<file path="src/rtl/mem_stage_hs.sv">
// mem_stage_hs: memory pipeline stage for a variable-latency data memory.
//
// Sits between the EX/MEM and MEM/WB registers. Non-memory instructions and
// faulting accesses pass through in the same cycle. Aligned loads/stores are
// latched, issued on a req/gnt/rvalid port, and the pipeline is stalled until
// the response (or a timeout) has been registered and presented for one cycle.
//
// Ports:
//   clk, reset            clock, asynchronous active-high reset
//   valid_in, MemRead, MemWrite, funct3, ALUResult, WriteData, RegWrite
//                         EX/MEM register contents
//   StallM                hold EX/MEM and earlier stages
//   valid_out, RegWriteOut, load_data, misaligned, bus_error
//                         MEM/WB capture strobe and result
//   mem_req, mem_we, mem_addr, mem_be, mem_wdata
//                         request channel (held stable until mem_gnt)
//   mem_gnt, mem_rvalid, mem_rdata, mem_err
//                         grant and response channel
module mem_stage_hs #(
    parameter int unsigned XLEN       = 32,
    parameter int unsigned ADDR_WIDTH = 32,
    parameter int unsigned TIMEOUT    = 255
) (
    input  logic                  clk,
    input  logic                  reset,
    input  logic                  valid_in,
    input  logic                  MemRead,
    input  logic                  MemWrite,
    input  logic [2:0]            funct3,
    input  logic [XLEN-1:0]       ALUResult,
    input  logic [XLEN-1:0]       WriteData,
    input  logic                  RegWrite,
    output logic                  StallM,
    output logic                  valid_out,
    output logic                  RegWriteOut,
    output logic [XLEN-1:0]       load_data,
    output logic                  misaligned,
    output logic                  bus_error,
    output logic                  mem_req,
    output logic                  mem_we,
    output logic [ADDR_WIDTH-1:0] mem_addr,
    output logic [XLEN/8-1:0]     mem_be,
    output logic [XLEN-1:0]       mem_wdata,
    input  logic                  mem_gnt,
    input  logic                  mem_rvalid,
    input  logic [XLEN-1:0]       mem_rdata,
    input  logic                  mem_err
);

    localparam int unsigned NB   = XLEN / 8;
    localparam int unsigned OffW = $clog2(NB);
    localparam int unsigned CntW = $clog2(TIMEOUT + 1);

    typedef enum logic [1:0] {StIdle, StReq, StWait, StDone} state_e;

    state_e                state_q, state_d;
    logic [CntW-1:0]       cnt_q, cnt_d;
    logic [ADDR_WIDTH-1:0] addr_q;
    logic [NB-1:0]         be_q;
    logic [XLEN-1:0]       wdata_q;
    logic                  we_q;
    logic [2:0]            funct3_q;
    logic [OffW-1:0]       off_q;
    logic                  rw_q;
    logic [XLEN-1:0]       data_q;
    logic                  err_q;

    // Request decode
    logic [OffW-1:0] off;
    logic [3:0]      size_mask;  // access size in bytes, minus one
    logic            memop;
    logic            illegal;
    logic            fault;
    logic [NB-1:0]   be_base;
    logic [NB-1:0]   be;
    logic [XLEN-1:0] wdata_rep;

    assign off       = ALUResult[OffW-1:0];
    assign memop     = MemRead | MemWrite;
    assign size_mask = (4'd1 << funct3[1:0]) - 4'd1;

    always_comb begin
        illegal = (funct3 == 3'b111) || (MemWrite && funct3[2]);
        if (XLEN == 32) begin
            illegal = illegal || (funct3 == 3'b011) || (funct3 == 3'b110);
        end
    end

    assign fault = illegal | (|(off & size_mask[OffW-1:0]));

    always_comb begin
        unique case (funct3[1:0])
            2'd0:    be_base = NB'(4'h1);
            2'd1:    be_base = NB'(4'h3);
            2'd2:    be_base = NB'(4'hF);
            default: be_base = '1;
        endcase
    end

    assign be = be_base << off;

    // Replicate the low byte/half/word of the store data across every lane.
    always_comb begin
        wdata_rep = '0;
        for (int unsigned i = 0; i < NB; i++) begin
            wdata_rep[8*i +: 8] = WriteData[8*(i & 32'(size_mask)) +: 8];
        end
    end

    // Response extraction from the latched lane
    logic [XLEN-1:0] rdata_sh;
    logic [XLEN-1:0] rdata_ext;

    assign rdata_sh = mem_rdata >> {off_q, 3'b000};

    always_comb begin
        case (funct3_q)
            3'b000:  rdata_ext = XLEN'($signed(rdata_sh[7:0]));
            3'b001:  rdata_ext = XLEN'($signed(rdata_sh[15:0]));
            3'b010:  rdata_ext = XLEN'($signed(rdata_sh[31:0]));
            3'b100:  rdata_ext = XLEN'(rdata_sh[7:0]);
            3'b101:  rdata_ext = XLEN'(rdata_sh[15:0]);
            3'b110:  rdata_ext = XLEN'(rdata_sh[31:0]);
            default: rdata_ext = rdata_sh;
        endcase
    end

    // FSM next state and outputs
    logic issue;
    logic accept;
    logic tmo;

    always_comb begin
        state_d     = state_q;
        cnt_d       = cnt_q;
        issue       = 1'b0;
        accept      = 1'b0;
        tmo         = 1'b0;
        StallM      = 1'b0;
        valid_out   = 1'b0;
        RegWriteOut = 1'b0;
        misaligned  = 1'b0;
        bus_error   = 1'b0;
        load_data   = '0;
        mem_req     = 1'b0;

        unique case (state_q)
            StIdle: begin
                if (valid_in) begin
                    if (!memop) begin
                        valid_out   = 1'b1;
                        RegWriteOut = RegWrite;
                    end else if (fault) begin
                        valid_out  = 1'b1;
                        misaligned = 1'b1;
                    end else begin
                        StallM  = 1'b1;
                        issue   = 1'b1;
                        cnt_d   = '0;
                        state_d = StReq;
                    end
                end
            end
            StReq: begin
                mem_req = 1'b1;
                StallM  = 1'b1;
                cnt_d   = cnt_q + CntW'(1);
                // Timeout wins over a response arriving in the same cycle.
                if (cnt_q == CntW'(TIMEOUT)) begin
                    tmo     = 1'b1;
                    state_d = StDone;
                end else if (mem_gnt) begin
                    if (mem_rvalid) begin
                        accept  = 1'b1;
                        state_d = StDone;
                    end else begin
                        state_d = StWait;
                    end
                end
            end
            StWait: begin
                StallM = 1'b1;
                cnt_d  = cnt_q + CntW'(1);
                if (cnt_q == CntW'(TIMEOUT)) begin
                    tmo     = 1'b1;
                    state_d = StDone;
                end else if (mem_rvalid) begin
                    accept  = 1'b1;
                    state_d = StDone;
                end
            end
            StDone: begin
                // EX/MEM still shows the completing instruction; it is ignored.
                valid_out   = 1'b1;
                load_data   = data_q;
                bus_error   = err_q;
                RegWriteOut = rw_q & ~err_q;
                state_d     = StIdle;
            end
            default: state_d = StIdle;
        endcase
    end

    always_ff @(posedge clk or posedge reset) begin
        if (reset) begin
            state_q  <= StIdle;
            cnt_q    <= '0;
            addr_q   <= '0;
            be_q     <= '0;
            wdata_q  <= '0;
            we_q     <= 1'b0;
            funct3_q <= 3'b000;
            off_q    <= '0;
            rw_q     <= 1'b0;
            data_q   <= '0;
            err_q    <= 1'b0;
        end else begin
            state_q <= state_d;
            cnt_q   <= cnt_d;
            if (issue) begin
                addr_q   <= {ALUResult[ADDR_WIDTH-1:OffW], {OffW{1'b0}}};
                be_q     <= be;
                wdata_q  <= wdata_rep;
                we_q     <= MemWrite;
                funct3_q <= funct3;
                off_q    <= off;
                rw_q     <= RegWrite;
            end
            if (accept) begin
                data_q <= we_q ? '0 : rdata_ext;
                err_q  <= mem_err;
            end else if (tmo) begin
                data_q <= '0;
                err_q  <= 1'b1;
            end
        end
    end

    assign mem_we    = we_q;
    assign mem_addr  = addr_q;
    assign mem_be    = be_q;
    assign mem_wdata = wdata_q;

endmodule

</file>
<file path="config.mk">
export PLATFORM = sky130hd
export DESIGN_NAME = mem_stage_hs
export DESIGN_NICKNAME = d
export VERILOG_FILES = /design/src/rtl/mem_stage_hs.sv
export SDC_FILE = /design/constraint.sdc
export NUM_CORES = 1
export LEC_CHECK = 0
export ABC_AREA = 1
export BUFFER_PORTS_ARGS = -buffer_cell sky130_fd_sc_hd__buf_2
export CAP_MARGIN = 30
export CELL_PAD_IN_SITES_DETAIL_PLACEMENT = 1
export CELL_PAD_IN_SITES_GLOBAL_PLACEMENT = 1
export CORE_MARGIN = 2
export CORE_UTILIZATION = 35
export DETAILED_ROUTE_END_ITERATION = 16
export PLACE_DENSITY_LB_ADDON = 0.1
export SYNTH_ARGS = -nofsm -noshare
export SYNTH_HDL_FRONTEND = slang
export SYNTH_SLANG_ARGS = --single-unit
</file>
<file path="constraint.sdc">
create_clock -name clk -period 4.34 [get_ports clk]
set_input_delay 0.217 -clock clk [delete_from_list [all_inputs] [get_ports clk]]
set_output_delay 0.217 -clock clk [all_outputs]
set_load 0.005 [all_outputs]
</file>
Word-level counts from Yosys, hierarchy flattened. Cells that the tools add are included.

Flip-flop bits (word level): 116. Input bits: 108.

Add/sub/neg operators: 2. Equality and inequality tests: 16. Shifts and indexed selects: 6. Mux-type cells: 45. Bitwise operators: 5. Reductions and logical operators: 13.

Operators with widths (count): 2-to-1 mux 32 bit (4); one-hot mux 32 bit (4 select lines) (1); indexed part select 32 x 6 -> 8 bit (2); indexed part select 32 x 5 -> 8 bit (1); >> shifter 32 x 5 -> 32 bit (1); 2-to-1 mux 8 bit (3); 2-to-1 mux 1 bit (23); one-hot mux 8 bit (2 select lines) (1); 2-to-1 mux 2 bit (7); == test 3 bit (second input constant) (4); adder 8 x 1 -> 8 bit (second input constant) (1); == test 8 bit (second input constant) (1); one-hot mux 1 bit (2 select lines) (4); one-hot mux 2 bit (4 select lines) (1); one-hot mux 4 bit (2 select lines) (1); inequality test 2 bit (second input constant) (3); inequality test 3 bit (second input constant) (2); AND reduction 5 bit (1); == test 2 x 1 -> 1 bit (second input constant) (2); == test 2 bit (second input constant) (2); zero test 2 bit (2); AND reduction 4 bit (1); nonzero test 2 bit (2); OR reduction 2 bit (2); other kinds (12) (15).

Longest topological paths before layout.
Word-level depth: 9. Mapped depth: 15. Depth with buffers taken out: 12.

Worst setup path before layout. No wires, ideal clock.

Path type: in2out. From: input port funct3[0]. To: output port StallM. Arrival: 2.105 ns. Data required time: 4.123 ns. Path slack: 2.018 ns. Stages: 13. Cells stage by stage: nor2_1 buf_2 inv_2 buf_2 ha_1 inv_2 nand2_1 nand2_2 nor3b_4 nand2_2 buf_6 buf_6 a21oi_1.

Cells in the longest elaborated chain, start to end: 9. Elaborated cells on any way between the ends: 15.

Ends and longest elaborated chain: from (decl) (RTL line 29) `input logic [2:0] funct3,`; << shifter 1 x 2 -> 2 bit / == test 3 bit (equally long branches) (RTL line 80, 83); subtractor 2 x 1 -> 2 bit / logical OR 1 bit (equally long branches) (RTL line 80, 83); bitwise AND 2 bit / logical OR 1 bit (equally long branches) (RTL line 89, 85); OR reduction 2 bit / logical OR 1 bit (equally long branches) (RTL line 89, 85); bitwise OR 1 bit * (RTL line 89) `assign fault = illegal | (|(off & size_mask[OffW-1:0]));`; 2-to-1 mux 1 bit * (RTL line 153) `end else if (fault) begin`; 2-to-1 mux 1 bit * (RTL line 150) `if (!memop) begin`; 2-to-1 mux 1 bit * (RTL line 149) `if (valid_in) begin`; one-hot mux 1 bit (2 select lines) * (RTL line 147) `unique case (state_q)`; to (decl) (RTL line 33) `output logic StallM,`.

Mark *: on every way between the ends. The rest lies on a longest branch, timed or not.

Worst setup path in the final report.
From: input port funct3[1]. To: output port StallM.

Same word-level chain as after synthesis.

==> impl_metrics.env <==
export IMPL_hold_viol_final=0
export IMPL_die_w_microns=137
export IMPL_cts_resized_gates=0
export IMPL_cts_tree="yes"
export IMPL_path_delay_family="buffers and inverters"
export IMPL_r2r_cells=8
export IMPL_clock_sinks=116
export IMPL_combPwrFrac_pct=38.3
export IMPL_port_buffers=212
export IMPL_grt_ovfl_total=0
export IMPL_p_total_mw=5.58
export IMPL_htreeDepth=4
export IMPL_slowest_stage="ha_1"
export IMPL_ys_ff_latch=116
export IMPL_grt_start_max_net_pins=50
export IMPL_fin_tns_setup_ns=0
export IMPL_vias=6432
export IMPL_vdd_drop_max_mv=0.328
export IMPL_postPlaceCellArea_sq_mm=0.00742
export IMPL_fp_row_count=48
export IMPL_place_ws_ns=1.01
export IMPL_start_util_pct=35.9
export IMPL_crit_type="in -> out"
export IMPL_cts_setup_buffers=0
export IMPL_place_inst=1284
export IMPL_clkPwrFrac_pct=27.5
export IMPL_clkSlewWorstSetupHoldPaths_ns=0.05
export IMPL_layout_setup_ws_ns=1.30
export IMPL_power_leakage_nw=4.94
export IMPL_layout_commonest_cell="nand2_1"
export IMPL_rsz0062_at_grt="false"
export IMPL_maxCapViolCount=0
export IMPL_wl_mm=21.1
export IMPL_fp_dieH_microns=137
export IMPL_routabilityCongestion=0.822
export IMPL_nNetsFinal=1213
export IMPL_crit_chain="buf_2, nor2_1, inv_2, ha_1, inv_2, nand2_1, nand2_2, nor3b_4, nand2_4, buf_4, a21oi_1, buf_2"
export IMPL_final_area_sq_mm=0.00826
export IMPL_min_path_type="in -> reg"
export IMPL_stdcell_count=1337
export IMPL_coreArea_sq_mm=0.0174
export IMPL_drt_vias_per_instance=4.81
export IMPL_crit_arrival_ns=2.83
export IMPL_final_setup_skew_ns=0.00556
export IMPL_setup_violations=0
export IMPL_yosysUniqueCellTypes=30
export IMPL_cts_made_buffers=17
export IMPL_pwr_share_seq_pct=34.2
export IMPL_dp_hpwl_mm=14.9
export IMPL_drtAntennaViolNets=0
export IMPL_synth_compound_area_share_pct=9.30
export IMPL_yosysWarnings=0
export IMPL_syn_area_sq_mm=0.00623
export IMPL_endpoint_kind="output port"
export IMPL_first_pass_iters=4
export IMPL_critPathLaunchType="primary input"
export IMPL_synth_edf_count=0
export IMPL_worst_slew_pin_slew_ns=0.879
export IMPL_drive_gt1_share_pct=23.8
export IMPL_synth_mux_area_share_pct=0
export IMPL_wl_per_cell_microns=15.8
export IMPL_period_share_pct=70.1
export IMPL_worstSetupPathDepth=12
export IMPL_clock_insertion_delay_worst_skew_ns=0.41
export IMPL_cts_root_buf="clkbuf_16"
export IMPL_synthSimpleGateAreaFrac_pct=33.5
export IMPL_grt_pass1_wl_mm=34.3
export IMPL_synthCells=885
export IMPL_ys_seq_area_share_pct=46.6
export IMPL_cts_buffer_depth=2
export IMPL_top_level_ports=215
export IMPL_drt_initial_drc_count=247
export IMPL_crit_buf_inv=5
export IMPL_synth_top_family_by_area="simple AND/OR/NAND/NOR gates"
export IMPL_synth_xor_area_share_pct=0.422
export IMPL_power_switching_mw=2.15
export IMPL_area_delta_synth_final_pct=32.7
export IMPL_drc=0
export IMPL_cpPeakStageDelay_ns=0.46
export IMPL_hold_path_cell_count=3
export IMPL_switching_share_pct=38.5
export IMPL_status="finished, final reports clean"
export IMPL_internal_power_mw=3.44
export IMPL_grt_pass1_vias=6603
export IMPL_fmax_mhz=329
export IMPL_synth_flop_cell="dfrtp_1"
export IMPL_syn_avg_cell_area_sq_um=7.04
export IMPL_maxSlewViolCount=0
export IMPL_powerDensity_mw_per_mm2=676
export IMPL_slew_headroom_pct=41.3
export IMPL_async_flop_share_pct=100
export IMPL_cp_max_fo=40
export IMPL_antenna_found_initial=2
export IMPL_synthAdderAreaFrac_pct=1.41
export IMPL_die_area_sq_mm=0.0189
export IMPL_most_common_layout_cells="nand2_1, buf_2, dfrtp_1"
export IMPL_grtUsageTotal_pct=23.4
export IMPL_crit_required_ns=4.12
export IMPL_period_minus_slack_ns=3.04
==> state kept, by name, indices dropped and copies added (netlist names) <==
signal and cells:
mem_addr 30, data_q 32, cnt_q 8, mem_we 1
funct3_q 3, mem_be 4, err_q 1, state_q 2
rw_q 1, off_q 2, mem_wdata 32
==> cells in the mapped netlist (2+ instances only) <==
| master | instances | share of area (%) |
|---|---|---|
| nand2_1 | 388 | 23 |
| dfrtp_1 | 116 | 47 |
| inv_1 | 75 | 4.5 |
| o21ai_0 | 75 | 6.0 |
| nand3_1 | 66 | 5.3 |
| nor2_1 | 54 | 3.3 |
| clkbuf_1 | 25 | 1.5 |
| a21oi_1 | 24 | 1.9 |
| buf_2 | 17 | 1.4 |
| ha_1 | 7 | 1.4 |
| o2bb2ai_1 | 7 | 0.98 |
| buf_6 | 4 | 0.72 |
| inv_2 | 4 | 0.24 |
| buf_4 | 2 | 0.24 |
| nand2_2 | 2 | 0.20 |
| nand3_2 | 2 | 0.32 |
| nor3_1 | 2 | 0.16 |
| or2_2 | 2 | 0.20 |
| xor2_1 | 2 | 0.28 |
==> final cells by class <==
class	instances	area [sq um]
Fill cell	2289	9090
Sequential cell	116	2900
Multi-Input combinational cell	642	2800
Timing Repair Buffer	242	1340
Clock buffer	22	464
Inverter	79	299
Tap cell	225	282
Clock inverter	9	176
Antenna cell	2	5.00
==> power by group through the flow <==
stage / Sequential [mW] / Clock, mW / Combinational [mW]
after global placement: 1.91 / 0 / 2.09
after CTS: 1.91 / 1.57 / 2.18
after detailed placement: 1.90 / 0 / 2.15
after floorplan: 1.86 / 0 / 1.29
after global routing: 1.98 / 1.62 / 2.47
final: 1.91 / 1.54 / 2.14
==> timing repair <==
action | 4_1_cts | 5_1_grt
hold endpoints to repair | 50 | 0
hold buffers | 20 | 0
endpoints found under the setup margin | 0 | 0
==> final timing paths <==
path / from / end / slack (ns)
min in group asynchronous: reset / mem_addr[7] / 0.38
max: funct3[1] / StallM / 1.30
min reg2reg: mem_addr[9] / mem_addr[9] / 0.47
max reg2reg: state_q[0] / mem_addr[18] / 1.51
min: ALUResult[7] / mem_addr[7] / 0.01
max in group asynchronous: reset / data_q[9] / 2.95
==> per-layer routing <==
metal | up-vias | GRT usage (%) | share of wire (%)
met5 | - | 0 | 0
met4 | 0 | 9.22 | 2.5
met3 | 42 | 7.47 | 7.8
met2 | 183 | 38.9 | 48
met1 | 3033 | 28.2 | 42
li1 | 3174 | - | -
==> through the flow <==
stage | hold WS (ns) | utilization, %
floorplan | 0.327 | -
global placement | 0.257 | 42.7
detailed placement | 0.269 | 42.7
CTS | 0.00195 | 47.6
global route | 0.0200 | 47.6
finish | 0.0141 | 47.6
==> worst register-to-register path, cell delays in order, from the launching register on <==
cell and delay, ns:
dfrtp_1 0.44, inv_1 0.13, ha_1 0.23, inv_1 0.11, nor3_1 0.42, nand2_4 0.37
inv_2 0.77, nand2_1 0.15, nand2_1 0.12
==> cells by family (layout without fill, tap and decap cells) <==
kind of cell | count (synthesis) | in the layout
AOI/OAI and AO/OA | 109 | 109
xor gates and xnor gates | 3 | 3
adders and majority gates | 7 | 7
buffers and inverters | 128 | 352
DFF | 116 | 116
other | 1 | 4
and+or+nand+nor | 521 | 521
Note: power is estimated with default switching activity, not from simulation.
